[src/rtl/axi_stream_if.sv]
// AXI-Stream style byte channel shared by the TCP receive path.
// Ports: tdata/tvalid/tlast/tuser driven by master, tready by slave.
interface axi_stream_if #(
    parameter int DATA_WIDTH = 8
);
    logic [DATA_WIDTH-1:0] tdata;
    logic                  tvalid;
    logic                  tready;
    logic                  tlast;
    logic                  tuser;

    modport master (
        output tdata,
        output tvalid,
        output tlast,
        output tuser,
        input  tready
    );

    modport slave (
        input  tdata,
        input  tvalid,
        input  tlast,
        input  tuser,
        output tready
    );
endinterface

[src/rtl/tcp_segment_parser.sv]
// Strips the TCP header (and options) from a byte stream, forwarding payload.
// Ports: clk, rst (sync, active-high); s_axis segment bytes in; m_axis payload
// out; seq_start/seq_base sequence info; base_valid/fin_seen/hdr_err pulses.
module tcp_segment_parser #(
    parameter int DATA_WIDTH = 8,
    parameter int SEQ_BITS   = 32
) (
    input  logic                clk,
    input  logic                rst,
    axi_stream_if.slave         s_axis,
    axi_stream_if.master        m_axis,
    output logic [SEQ_BITS-1:0] seq_start,
    output logic [SEQ_BITS-1:0] seq_base,
    output logic                base_valid,
    output logic                fin_seen,
    output logic                hdr_err
);

    typedef enum logic [1:0] {
        ST_HDR,
        ST_OPT,
        ST_PAYLOAD,
        ST_DROP
    } state_t;

    state_t              state_q, state_d;
    logic [5:0]          cnt_q, cnt_d;
    logic [31:0]         seq_raw_q, seq_raw_d;
    logic [3:0]          doff_q, doff_d;
    logic                flag_rst_q, flag_rst_d;
    logic                flag_syn_q, flag_syn_d;
    logic                flag_fin_q, flag_fin_d;
    logic [SEQ_BITS-1:0] seq_start_q, seq_start_d;
    logic [SEQ_BITS-1:0] seq_base_q, seq_base_d;
    logic                base_valid_q, base_valid_d;
    logic                fin_seen_q, fin_seen_d;
    logic                hdr_err_q, hdr_err_d;

    logic       accept;
    logic       hdr_last;
    logic [5:0] opt_end;
    logic       unused_tuser;

    assign unused_tuser = s_axis.tuser;

    // Header bytes are swallowed; payload is a pure wire path so it adds
    // no latency and backpressure flows straight through.
    always_comb begin
        m_axis.tdata = s_axis.tdata;
        m_axis.tuser = 1'b0;
        if (!rst && state_q == ST_PAYLOAD) begin
            m_axis.tvalid = s_axis.tvalid;
            m_axis.tlast  = s_axis.tlast;
            s_axis.tready = m_axis.tready;
        end else begin
            m_axis.tvalid = 1'b0;
            m_axis.tlast  = 1'b0;
            s_axis.tready = 1'b1;
        end
    end

    assign accept  = s_axis.tvalid & s_axis.tready;
    // Index of the final option byte: header length in bytes minus one.
    assign opt_end = {doff_q, 2'b00} - 6'd1;

    always_comb begin
        state_d      = state_q;
        cnt_d        = cnt_q;
        seq_raw_d    = seq_raw_q;
        doff_d       = doff_q;
        flag_rst_d   = flag_rst_q;
        flag_syn_d   = flag_syn_q;
        flag_fin_d   = flag_fin_q;
        seq_start_d  = seq_start_q;
        seq_base_d   = seq_base_q;
        base_valid_d = 1'b0;
        fin_seen_d   = 1'b0;
        hdr_err_d    = 1'b0;
        hdr_last     = 1'b0;

        unique case (state_q)
            ST_HDR: begin
                if (accept) begin
                    cnt_d = cnt_q + 6'd1;
                    if (cnt_q inside {[6'd4:6'd7]}) begin
                        seq_raw_d = {seq_raw_q[31-DATA_WIDTH:0],
                                     s_axis.tdata};
                    end
                    if (cnt_q == 6'd12) begin
                        doff_d = s_axis.tdata[7:4];
                    end
                    if (cnt_q == 6'd13) begin
                        flag_rst_d = s_axis.tdata[2];
                        flag_syn_d = s_axis.tdata[1];
                        flag_fin_d = s_axis.tdata[0];
                    end
                    if (cnt_q == 6'd12 && s_axis.tdata[7:4] < 4'd5) begin
                        hdr_err_d = 1'b1;
                        cnt_d     = 6'd0;
                        state_d   = s_axis.tlast ? ST_HDR : ST_DROP;
                    end else if (cnt_q == 6'd19) begin
                        if (doff_q == 4'd5) begin
                            hdr_last = 1'b1;
                        end else if (s_axis.tlast) begin
                            hdr_err_d = 1'b1;
                            cnt_d     = 6'd0;
                        end else begin
                            state_d = ST_OPT;
                        end
                    end else if (s_axis.tlast) begin
                        // Segment ended inside the fixed header.
                        hdr_err_d = 1'b1;
                        cnt_d     = 6'd0;
                    end
                end
            end
            ST_OPT: begin
                if (accept) begin
                    cnt_d = cnt_q + 6'd1;
                    if (cnt_q == opt_end) begin
                        hdr_last = 1'b1;
                    end else if (s_axis.tlast) begin
                        hdr_err_d = 1'b1;
                        cnt_d     = 6'd0;
                        state_d   = ST_HDR;
                    end
                end
            end
            ST_PAYLOAD: begin
                if (accept && s_axis.tlast) begin
                    fin_seen_d = flag_fin_q;
                    cnt_d      = 6'd0;
                    state_d    = ST_HDR;
                end
            end
            ST_DROP: begin
                if (accept && s_axis.tlast) begin
                    cnt_d   = 6'd0;
                    state_d = ST_HDR;
                end
            end
            default: begin
                cnt_d   = 6'd0;
                state_d = ST_HDR;
            end
        endcase

        // Common wrap-up once the full header (incl. options) is consumed.
        if (hdr_last) begin
            cnt_d       = 6'd0;
            seq_start_d = SEQ_BITS'(seq_raw_q)
                        + {{(SEQ_BITS-1){1'b0}}, flag_syn_q};
            if (flag_rst_q) begin
                state_d = s_axis.tlast ? ST_HDR : ST_DROP;
            end else begin
                if (flag_syn_q) begin
                    base_valid_d = 1'b1;
                    seq_base_d   = SEQ_BITS'(seq_raw_q)
                                 + {{(SEQ_BITS-1){1'b0}}, 1'b1};
                end
                fin_seen_d = s_axis.tlast & flag_fin_q;
                state_d    = s_axis.tlast ? ST_HDR : ST_PAYLOAD;
            end
        end
    end

    always_ff @(posedge clk) begin
        if (rst) begin
            state_q      <= ST_HDR;
            cnt_q        <= 6'd0;
            seq_raw_q    <= 32'd0;
            doff_q       <= 4'd0;
            flag_rst_q   <= 1'b0;
            flag_syn_q   <= 1'b0;
            flag_fin_q   <= 1'b0;
            seq_start_q  <= '0;
            seq_base_q   <= '0;
            base_valid_q <= 1'b0;
            fin_seen_q   <= 1'b0;
            hdr_err_q    <= 1'b0;
        end else begin
            state_q      <= state_d;
            cnt_q        <= cnt_d;
            seq_raw_q    <= seq_raw_d;
            doff_q       <= doff_d;
            flag_rst_q   <= flag_rst_d;
            flag_syn_q   <= flag_syn_d;
            flag_fin_q   <= flag_fin_d;
            seq_start_q  <= seq_start_d;
            seq_base_q   <= seq_base_d;
            base_valid_q <= base_valid_d;
            fin_seen_q   <= fin_seen_d;
            hdr_err_q    <= hdr_err_d;
        end
    end

    assign seq_start  = seq_start_q;
    assign seq_base   = seq_base_q;
    assign base_valid = base_valid_q;
    assign fin_seen   = fin_seen_q;
    assign hdr_err    = hdr_err_q;

endmodule

[src/flat_wrapper.sv]
// flat-port wrapper written by rule: the top's interface ports become plain ports
module tcp_segment_parser_flat 
#(
    parameter int DATA_WIDTH = 8,
    parameter int SEQ_BITS   = 32
)
  (clk, rst, seq_start, seq_base, base_valid, fin_seen, hdr_err, s_axis_tdata, s_axis_tvalid, s_axis_tlast, s_axis_tuser, s_axis_tready, m_axis_tdata, m_axis_tvalid, m_axis_tlast, m_axis_tuser, m_axis_tready);
  axi_stream_if #(.DATA_WIDTH(DATA_WIDTH)) s_axis_i ();
  axi_stream_if #(.DATA_WIDTH(DATA_WIDTH)) m_axis_i ();
  input  logic clk;
  input  logic rst;
  output logic [SEQ_BITS-1:0] seq_start;
  output logic [SEQ_BITS-1:0] seq_base;
  output logic base_valid;
  output logic fin_seen;
  output logic hdr_err;
  input wire logic [$bits(s_axis_i.tdata)-1:0] s_axis_tdata;
  input wire logic [$bits(s_axis_i.tvalid)-1:0] s_axis_tvalid;
  input wire logic [$bits(s_axis_i.tlast)-1:0] s_axis_tlast;
  input wire logic [$bits(s_axis_i.tuser)-1:0] s_axis_tuser;
  output wire logic [$bits(s_axis_i.tready)-1:0] s_axis_tready;
  output wire logic [$bits(m_axis_i.tdata)-1:0] m_axis_tdata;
  output wire logic [$bits(m_axis_i.tvalid)-1:0] m_axis_tvalid;
  output wire logic [$bits(m_axis_i.tlast)-1:0] m_axis_tlast;
  output wire logic [$bits(m_axis_i.tuser)-1:0] m_axis_tuser;
  input wire logic [$bits(m_axis_i.tready)-1:0] m_axis_tready;
  assign s_axis_i.tdata = s_axis_tdata;
  assign s_axis_i.tvalid = s_axis_tvalid;
  assign s_axis_i.tlast = s_axis_tlast;
  assign s_axis_i.tuser = s_axis_tuser;
  assign s_axis_tready = s_axis_i.tready;
  assign m_axis_tdata = m_axis_i.tdata;
  assign m_axis_tvalid = m_axis_i.tvalid;
  assign m_axis_tlast = m_axis_i.tlast;
  assign m_axis_tuser = m_axis_i.tuser;
  assign m_axis_i.tready = m_axis_tready;
  tcp_segment_parser #(.DATA_WIDTH(DATA_WIDTH), .SEQ_BITS(SEQ_BITS)) u_core (.clk(clk), .rst(rst), .s_axis(s_axis_i), .m_axis(m_axis_i), .seq_start(seq_start), .seq_base(seq_base), .base_valid(base_valid), .fin_seen(fin_seen), .hdr_err(hdr_err));
endmodule
[config.mk]
export PLATFORM = sky130hd
export DESIGN_NAME = tcp_segment_parser_flat
export DESIGN_NICKNAME = d
export VERILOG_FILES = /design/src/rtl/axi_stream_if.sv /design/src/rtl/tcp_segment_parser.sv /design/src/flat_wrapper.sv
export SDC_FILE = /design/constraint.sdc
export NUM_CORES = 1
export LEC_CHECK = 0
export CAP_MARGIN = 15
export CORE_MARGIN = 2
export CORE_UTILIZATION = 49
export DETAILED_ROUTE_END_ITERATION = 8
export HOLD_SLACK_MARGIN = 0.06
export PLACE_DENSITY_LB_ADDON = 0.08
export SETUP_SLACK_MARGIN = 0.3
export SLEW_MARGIN = 15
export SYNTH_ARGS = -nofsm -noshare
export SYNTH_HDL_FRONTEND = slang
export SYNTH_SLANG_ARGS = --single-unit
[constraint.sdc]
create_clock -name clk -period 2 [get_ports clk]
set_input_delay 0.4 -clock clk [delete_from_list [all_inputs] [get_ports clk]]
set_output_delay 0.4 -clock clk [all_outputs]
set_load 0.005 [all_outputs]
==> flow_results.xml <==
<?xml version="1.0" encoding="UTF-8"?>
<metrics>
  <group name="sta">
    <metric name="fmax" unit="GHz">0.4540</metric>
    <metric name="hold_viol" unit="">0</metric>
    <metric name="finalClockSkew" unit="ns">0.007974</metric>
    <metric name="rsz0062_at_grt" unit="">true</metric>
    <metric name="hold_slack" unit="ns">0.2596</metric>
    <metric name="final-setup-viol-count" unit="">65</metric>
    <metric name="total_neg_setup_slack" unit="ns">-5.088</metric>
    <metric name="final.setup.worst_slack" unit="ns">-0.2025</metric>
    <metric name="final_period_minus_worst_setup_slack" unit="ns">2.202</metric>
    <metric name="timing.final.crit_share" unit="">1.101</metric>
    <metric name="worst_slew_slack_as_a_fraction_of_its_limit" unit="">0.4399</metric>
    <metric name="timing_worst_slew_pin_value" unit="ns">0.8401</metric>
    <metric name="report.final.slew_viol_count" unit="">0</metric>
  </group>
  <group name="detailed_routing">
    <metric name="drc_errors" unit="">0</metric>
    <metric name="post_drt_via_cell_ratio" unit="">5.728</metric>
    <metric name="detail_route.first_pass.iterations" unit="">5</metric>
    <metric name="dr.first_iter.drc_count" unit="">364</metric>
    <metric name="totalWireLength" unit="mm">20.08</metric>
    <metric name="detail-route-antenna-nets" unit="">0</metric>
    <metric name="route.vias.total" unit="">5745</metric>
    <metric name="drt-wirelength-per-cell" unit="µm">20.02</metric>
  </group>
  <group name="setup_path">
    <metric name="worst_ep_required_time" unit="ns">2.33</metric>
    <metric name="timing.critical_path.from_type" unit="">register</metric>
    <metric name="endpoint_kind" unit="">register</metric>
    <metric name="worstPathMaxFanout" unit="">6</metric>
    <metric name="worst_ep_arrival_time" unit="ns">2.53</metric>
    <metric name="path_class" unit="">register to register</metric>
  </group>
  <group name="yosys">
    <metric name="synth_enable_flop_cells" unit="">0</metric>
    <metric name="synth_seq_cells" unit="">114</metric>
    <metric name="synth.cell_area" unit="mm²">0.005789</metric>
    <metric name="yosysSeqAreaShare" unit="">0.3942</metric>
    <metric name="syn-num-nets" unit="">691</metric>
    <metric name="synth_cells" unit="">669</metric>
    <metric name="avgSynthCellArea" unit="µm²">8.654</metric>
    <metric name="count_of_synthesis_stage_warnings_from_yosys" unit="">0</metric>
    <metric name="async_flop_share" unit="">0</metric>
    <metric name="synth.lib_cells_used.distinct" unit="">56</metric>
    <metric name="synthFlopType" unit="">dfxtp_1</metric>
  </group>
  <group name="floorplanning">
    <metric name="placementRows" unit="">39</metric>
    <metric name="fp.dieW" unit="µm">112.7</metric>
    <metric name="core_region_area" unit="mm²">0.01147</metric>
    <metric name="io-pin-count" unit="">93</metric>
    <metric name="die_area" unit="mm²">0.01270</metric>
    <metric name="initial_utilization" unit="">0.5049</metric>
    <metric name="die_height" unit="µm">112.7</metric>
  </group>
  <group name="clocking">
    <metric name="h-tree-depth" unit="">4</metric>
    <metric name="cts.root.buffer_cell" unit="">clkbuf_16</metric>
    <metric name="cts_hold_repair.buffers" unit="">0</metric>
    <metric name="clockBufferDepth" unit="">2</metric>
    <metric name="numClockSinks" unit="">114</metric>
    <metric name="clk_transition_reported_paths" unit="ns">0.06</metric>
    <metric name="cts_inserted_buffers" unit="">17</metric>
    <metric name="tritoncts" unit="">done</metric>
    <metric name="clock_latency" unit="ns">0.42</metric>
  </group>
  <group name="final_layout">
    <metric name="fillers" unit="">653</metric>
    <metric name="most-common-layout-cells" unit="">111 x nor2_1, 97 x buf_4, 92 x dfxtp_1, 62 x clkdlybuf4s50_1, 39 x mux2i_1</metric>
    <metric name="layout.cells.most_common" unit="">nor2_1</metric>
    <metric name="num_antenna_cells" unit="">0</metric>
    <metric name="drive_gt1_frac" unit="">0.3709</metric>
    <metric name="design.final.nets" unit="">870</metric>
    <metric name="area_growth_syn_to_layout" unit="%">60.58</metric>
  </group>
  <group name="global_route">
    <metric name="first_global_vias" unit="">5384</metric>
    <metric name="grt_start_max_net_pins" unit="">64</metric>
    <metric name="track_usage" unit="">0.2779</metric>
    <metric name="grt_first_pass_wirelength" unit="mm">27.84</metric>
    <metric name="grt_antenna_before_repair" unit="">0</metric>
    <metric name="grt_ovf" unit="">0</metric>
  </group>
  <group name="power">
    <metric name="power_density" unit="mW/mm²">569.0</metric>
    <metric name="max-vdd-ir-drop" unit="mV">0.6006</metric>
    <metric name="total_leakage_power" unit="nW">3.511</metric>
  </group>
  <group name="status">
    <metric name="failed_checks" unit="">setup timing</metric>
    <metric name="status" unit="">complete, but fails checks</metric>
  </group>
  <group name="placed_design">
    <metric name="dpl.hpwl" unit="mm">10.71</metric>
    <metric name="gp_congestion" unit="">0.8983</metric>
    <metric name="placement.setup.worst_slack" unit="ns">-0.2019</metric>
    <metric name="port_buffers" unit="">90</metric>
  </group>
  <group name="hold_path">
    <metric name="hold_class" unit="">input port to register</metric>
  </group>
  <group name="job">
    <metric name="max_cap_violations" unit="">0</metric>
  </group>
</metrics>
==> synthesized netlist by cell type (all sizes together), types with 2 or more instances <==
cell | number | share of area
and3 | 5 | 0.0054
xnor2 | 39 | 0.059
nor3 | 11 | 0.011
and4 | 2 | 0.0030
nand4 | 17 | 0.021
a31oi | 2 | 0.0022
nor2 | 135 | 0.088
inv | 8 | 0.0052
o21ai | 11 | 0.0095
buf | 42 | 0.052
and2 | 6 | 0.0065
nor4 | 4 | 0.0091
nor2b | 6 | 0.0065
a2111oi | 2 | 0.0030
nand2b | 2 | 0.0022
xor2 | 27 | 0.041
nand3b | 4 | 0.0052
ha | 8 | 0.017
nor4b | 3 | 0.0056
nand3 | 21 | 0.019
clkbuf | 30 | 0.021
a211oi | 60 | 0.080
dfxtp | 114 | 0.39
a21oi | 9 | 0.0078
mux2i | 41 | 0.071
nor3b | 4 | 0.0052
nand2 | 39 | 0.025
==> layout make-up <==
| type | count | area, µm² | share of cell area |
|---|---|---|---|
| clock inverter | 6 | 55.05 | 0.005922 |
| inverter | 8 | 32.53 | 0.003499 |
| timing repair buffer | 232 | 2477 | 0.2665 |
| tap | 143 | 178.9 | 0.01925 |
| clock buffer | 25 | 485.5 | 0.05222 |
| multi-input combinational | 475 | 3745 | 0.4028 |
| sequential | 114 | 2322 | 0.2498 |
==> state kept, by name, summed over array words and instances (netlist names) <==
signal,cells
u_core.seq_start,32
u_core.seq_base,32
u_core.flag_fin_q,1
u_core.base_valid,1
u_core.cnt_q,6
u_core.doff_q,4
u_core.flag_syn_q,1
u_core.seq_raw_q,32
u_core.state_q,2
u_core.hdr_err,1
u_core.fin_seen,1
u_core.flag_rst_q,1
==> report_power, final <==
group          leakage (nW)  internal (mW)  switching, mW
logic                  2.31         0.0774          0.106
clock network         0.271           1.78           1.05
registers             0.931           2.27        0.00193
==> repair_timing <==
item                                   CTS  global route
cloned                                  11             6
setup endpoints to repair              122           133
pin swaps                               15            42
endpoints found under the hold margin    0             0
buffers inserted                        17             9
gates resized for setup                 96           118
==> cell families after synthesis <==
group / count (synthesis) / share of synthesized area
AND/OR/NAND/NOR: 266 / 0.2237
flip-flops: 114 / 0.3942
AO/OA/AOI/OAI: 93 / 0.1152
buffers and inverters: 80 / 0.07824
XOR/XNOR: 66 / 0.09985
multiplexers: 41 / 0.07089
adder cells (fa/ha/maj): 8 / 0.01729
other: 1 / 0.0006477
==> worst max-delay path, cell delays in order, from the launching register on <==
cell       delay, ns
dfxtp_2         0.36
inv_2           0.06
ha_4            0.24
xnor2_2         0.14
nor3_2          0.18
and3_4          0.24
o2111a_2        0.22
buf_12          0.15
buf_6           0.13
clkbuf_16       0.15
nor2_1          0.05
a211oi_1        0.19
==> final timing paths <==
check	endpoint	start	slack (ns)	depth (start not counted)
worst max register to register	u_core.seq_base[15]$_SDFFE_PP0P_	u_core.doff_q[0]$_SDFFE_PP0P_	-0.20	11
worst max-delay path	u_core.seq_base[15]$_SDFFE_PP0P_	u_core.doff_q[0]$_SDFFE_PP0P_	-0.20	11
worst min-delay path	u_core.state_q[0]$_SDFFE_PP0P_	rst	0.26	2
worst min register to register	u_core.seq_start[0]$_SDFFE_PP0P_	u_core.seq_start[0]$_SDFFE_PP0P_	0.46	2
==> metrics by stage <==
step | instance area [µm²] | total power, mW | cells | util
final | 9296 | 5.290 | 1003 | 0.8107
after global routing | 9296 | 5.400 | 1003 | 0.8107
after CTS | 8628 | 5.243 | 988 | 0.7524
after detailed placement | 7401 | 2.480 | 929 | 0.6454
after global placement | 7401 | 2.477 | 929 | 0.6454
after floorplan | 6065 | 2.397 | 669 | -
==> metal layers <==
layer / wire length, µm / up-vias / part of all wire / GRT usage
met4: 616 / 0 / 0.031 / 0.1033
li1: - / 2654 / - / -
met2: 10220 / 253 / 0.51 / 0.4699
met5: 0 / - / 0 / 0
met1: 8061 / 2779 / 0.40 / 0.3413
met3: 1182 / 59 / 0.059 / 0.07284
No activity file was read; power rests on OpenSTA's default activity.
